==> src/rtl/ext_mem_arbiter.sv <==
// ext_mem_arbiter: two-port arbiter onto a single-port memory with address-window decode and a starvation guard for port 1
module ext_mem_arbiter #(
  parameter int DATA_WIDTH = 32,
  parameter int ADDR_WIDTH = 32,
  parameter logic [ADDR_WIDTH-1:0] MEM_BASE = 32'h0000_1000,
  parameter logic [ADDR_WIDTH-1:0] MEM_SIZE = 32'h0002_0000,
  parameter int MAX_WAIT = 8
) (
  input  logic clk_i,
  input  logic rst_ni,
  input  logic p0_req_i,
  input  logic p0_we_i,
  input  logic [DATA_WIDTH/8-1:0] p0_be_i,
  input  logic [ADDR_WIDTH-1:0] p0_addr_i,
  input  logic [DATA_WIDTH-1:0] p0_wdata_i,
  output logic p0_gnt_o,
  output logic p0_rvalid_o,
  output logic p0_err_o,
  output logic [DATA_WIDTH-1:0] p0_rdata_o,
  input  logic p1_req_i,
  input  logic p1_we_i,
  input  logic [DATA_WIDTH/8-1:0] p1_be_i,
  input  logic [ADDR_WIDTH-1:0] p1_addr_i,
  input  logic [DATA_WIDTH-1:0] p1_wdata_i,
  output logic p1_gnt_o,
  output logic p1_rvalid_o,
  output logic p1_err_o,
  output logic [DATA_WIDTH-1:0] p1_rdata_o,
  output logic mem_en_o,
  output logic mem_we_o,
  output logic [DATA_WIDTH/8-1:0] mem_be_o,
  output logic [$clog2(MEM_SIZE)-1:0] mem_addr_o,
  output logic [DATA_WIDTH-1:0] mem_wdata_o,
  input  logic [DATA_WIDTH-1:0] mem_rdata_i
);
  localparam int MW = $clog2(MEM_SIZE);
  localparam int XW = ADDR_WIDTH + 1;
  // Window bounds carry an extra bit so the top of the address space cannot wrap into range.
  localparam logic [XW-1:0] LO = {1'b0, MEM_BASE};
  localparam logic [XW-1:0] HI = {1'b0, MEM_BASE} + {1'b0, MEM_SIZE} - XW'(1);
  typedef enum logic {IDLE, FORCE1} state_t;
  state_t state;
  logic [7:0] wait_cnt, wait_nxt;
  logic resp_vld, resp_sel, resp_err, resp_we;
  logic sel, gnt, we, in_rng;
  logic [ADDR_WIDTH-1:0] addr;
  logic [DATA_WIDTH-1:0] rdata;
  assign p1_gnt_o = p1_req_i & (state == FORCE1 | ~p0_req_i);
  assign p0_gnt_o = p0_req_i & ~p1_gnt_o;
  assign sel = p1_gnt_o;
  assign gnt = p0_gnt_o | p1_gnt_o;
  assign addr = sel ? p1_addr_i : p0_addr_i;
  assign we = sel ? p1_we_i : p0_we_i;
  assign in_rng = ({1'b0, addr} >= LO) && ({1'b0, addr} <= HI);
  assign mem_en_o = gnt & in_rng;
  assign mem_we_o = mem_en_o & we;
  assign mem_be_o = sel ? p1_be_i : p0_be_i;
  assign mem_wdata_o = sel ? p1_wdata_i : p0_wdata_i;
  assign mem_addr_o = MW'(addr - MEM_BASE);
  assign wait_nxt = (~p1_req_i | p1_gnt_o) ? 8'd0 :
                    (wait_cnt < 8'(MAX_WAIT)) ? wait_cnt + 8'd1 : wait_cnt;
  always_ff @(posedge clk_i or negedge rst_ni) begin
    if (!rst_ni) begin
      state <= IDLE;
      wait_cnt <= 8'd0;
      resp_vld <= 1'b0;
      resp_sel <= 1'b0;
      resp_err <= 1'b0;
      resp_we <= 1'b0;
    end else begin
      wait_cnt <= wait_nxt;
      state <= (state == IDLE) ? ((p1_req_i && wait_nxt == 8'(MAX_WAIT)) ? FORCE1 : IDLE)
                               : ((p1_gnt_o || !p1_req_i) ? IDLE : FORCE1);
      resp_vld <= gnt;
      if (gnt) begin
        resp_sel <= sel;
        resp_err <= ~in_rng;
        resp_we <= we;
      end
    end
  end
  assign rdata = (resp_we | resp_err) ? '0 : mem_rdata_i;
  assign p0_rvalid_o = resp_vld & ~resp_sel;
  assign p1_rvalid_o = resp_vld & resp_sel;
  assign p0_err_o = p0_rvalid_o & resp_err;
  assign p1_err_o = p1_rvalid_o & resp_err;
  assign p0_rdata_o = p0_rvalid_o ? rdata : '0;
  assign p1_rdata_o = p1_rvalid_o ? rdata : '0;
endmodule

==> config.mk <==
export PLATFORM = sky130hd
export DESIGN_NAME = ext_mem_arbiter
export DESIGN_NICKNAME = d
export VERILOG_FILES = /design/src/rtl/ext_mem_arbiter.sv
export SDC_FILE = /design/constraint.sdc
export NUM_CORES = 1
export LEC_CHECK = 0
export CAP_MARGIN = 20
export CORE_AREA = 4 4 113 115
export CTS_CLUSTER_SIZE = 12
export DETAILED_ROUTE_END_ITERATION = 12
export DIE_AREA = 0 0 117 119
export HOLD_SLACK_MARGIN = 0.02
export SYNTH_ARGS = -nofsm -noshare
export SYNTH_HDL_FRONTEND = slang
export SYNTH_SLANG_ARGS = --single-unit
==> constraint.sdc <==
create_clock -name clk_i -period 3.3 [get_ports clk_i]
set_input_delay 0.66 -clock clk_i [delete_from_list [all_inputs] [get_ports clk_i]]
set_output_delay 0.66 -clock clk_i [all_outputs]
set_load 0.03 [all_outputs]
==> metrics.yaml <==
whs_ns: 0.4747
hold_depth: 1
h-tree-depth: 1
end_kind: "output pin"
utilization: 0.4797
layout.cells.most_common_list: "clkdlybuf4s50_1 (265), and2_1 (70), mux2_2 (48)"
syn_nets: 443
worstMarginPinSlew_ns: 0.5818
crit_family: "compound AO/OA/AOI/OAI gates"
layout-drive-gt1-share: 0.2104
die_area_um2: 13920
via_count: 3332
totalWireLength_um: 13550
cts_inserted_buffers: 3
gp_congestion: 0.9175
worstPathArrival_ns: 2.55
die_w_um: 117
maxSlewViolCount: 0
ys_warn_count: 0
status: "complete, no violations"
ant_nets: 0
grt_pass1_wl_um: 19290
synth_async_sr_flop_share: 1.000
cts_tree: "yes"
synth_edf_count: 0
relSlewSlack: 0.6109
port_buffers: 298
path_buf_inv: 2
cts_buffer_depth: 2
pin_count: 299
rsz0062_at_grt: "yes"
syn_avg_cell_area_um2: 8.159
grt_max_degree: 43
finalClockSkew_ns: 0.002605
drv_cap: 0
syn_inst: 265
fin_nets: 754
r2r_setup_slack_ns: 1.04
syn_area_um2: 2162
crit_fanout: 3
cp-start-kind: "primary input"
worstSetupPathType: "primary input to output pin"
first_global_vias: 3498
floorplan.initialDensity: 0.1831
placementRows: 40
path_clk_slew_ns: 0.04
syn_to_final_growth_pct: 162.0
hold_violations: 0
critical_path.max_stage_delay_ns: 0.41
antenna_found_initial: 0
crit_required_ns: 2.64
power_density_nw_per_um2: 184.1
first_iter_violations: 127
post-route-period-util: 0.9717
yosysSeqAreaShare: 0.1505
dp_slack_ns: -0.4137
clock_latency_ns: 0.24
root_buffer: "clkbuf_16"
period_needed_ns: 3.207
fin_tns_setup_ns: 0
firstDrtPassIters: 6
wl_per_cell_um: 18.77
cp_cell_sequence: "dlygate4sd2_1, or3_4, a2111oi_4, and4_4, o22ai_4, a211oi_4, buf_12"
r2r_start: "state"
dpl.hpwl_um: 11850
gr-total-overflow: 0
grtUsageTotal: 0.1766
final_common_cell: "clkdlybuf4s50_1"
timing.rr.end: "resp_err"
viasPerCell: 4.615
min_from: "wait_cnt[6]"
route.detailed.drc: 0
cp_slowest_cell: "or3_4"
insertedDiodeCount: 0
synth_cell_types: 42
die_y_um: 119
yosys_most_used_dff: "dfrtp_1"
ir_worst_vdd_mv: 0.1098
synth_seq_cells: 13
setup_violations: 0
core_area_um2: 11810
fmax_mhz: 311.8
power.leakage_nw: 2.233
hold_path.class: "flip-flop to flip-flop"
hold_path_end: "wait_cnt[6]"
ff2ff_path_depth: 11
clock-sinks: 13
layout_setup_ws_ns: 0.09328
-- power by group --
part           total, mW  switching (mW)  internal (mW)
Combinational      0.651           0.284          0.367
Sequential         0.168         0.00400          0.164
Clock              0.223          0.0609          0.162
-- sequential cells by signal, summed over array words and instances, names as in the netlist --
signal    flops
resp_err      1
resp_sel      1
resp_vld      1
resp_we       1
state         1
wait_cnt      8
-- cells by family after synthesis --
kind of cell | Yosys count | synth area share
compound gates | 18 | 0.06482
buf+inv | 20 | 0.04398
simple gates | 150 | 0.4155
mux | 54 | 0.2778
fa+ha+maj | 4 | 0.02315
xor+xnor | 6 | 0.02431
flops | 13 | 0.1505
-- cells in the mapped netlist, drive strengths merged (6+ instances only) --
cell    number  area share
nand2        7       0.012
mux2i        6       0.028
clkbuf       8       0.014
nor2        13       0.023
dfrtp       13        0.15
and2        70        0.20
inv          6       0.010
buf          6       0.020
nand4       13       0.038
mux2        48        0.25
nor4        18       0.052
nand3        7       0.016
-- layer usage --
metal  track usage  vias to the layer above  wire, um  share of wire
met2        0.3158                      222      6570           0.48
li1              -                     1589         -              -
met1        0.2085                     1499      5357           0.40
met4       0.04014                        0       257          0.019
met5             0                        -         0              0
met3       0.04472                       22      1366           0.10
-- final cells by class --
cell class                      instances  area, um2
Sequential cell                        13      325.3
Fill cell                            1154       6146
Timing Repair Buffer                  320       3169
Clock buffer                            4      78.83
Inverter                                6      22.52
Multi-Input combinational cell        232       1886
Tap cell                              147      183.9
-- how the worst max path moves through the flow --
stage               end     startpoint  cells after the start
2_1_floorplan  mem_we_o       p1_req_i                      8
3_5_place_dp   mem_we_o       p0_req_i                     11
5_1_grt        mem_we_o  p1_addr_i[13]                     11
3_3_place_gp   mem_we_o       p0_req_i                     11
4_1_cts        mem_we_o  p0_addr_i[24]                      7
6_report       mem_we_o  p0_addr_i[14]                      7
-- per-stage QoR --
stage / power [mW] / cells / cell area, um2
after floorplan: 0.4140 / 265 / 2191
after global placement: 0.8115 / 716 / 5465
after detailed placement: 0.8143 / 716 / 5465
after CTS: 1.057 / 722 / 5649
after global routing: 1.092 / 722 / 5665
final: 1.043 / 722 / 5665
-- what timing repair did --
item / 4_1_cts / 5_1_grt
pin swaps: 10 / 8
hold buffers: 0 / 0
endpoints found under the setup margin: 36 / 2
setup buffers: 2 / 0
resized for setup: 24 / 12
Power figures use the tool's default switching activity.
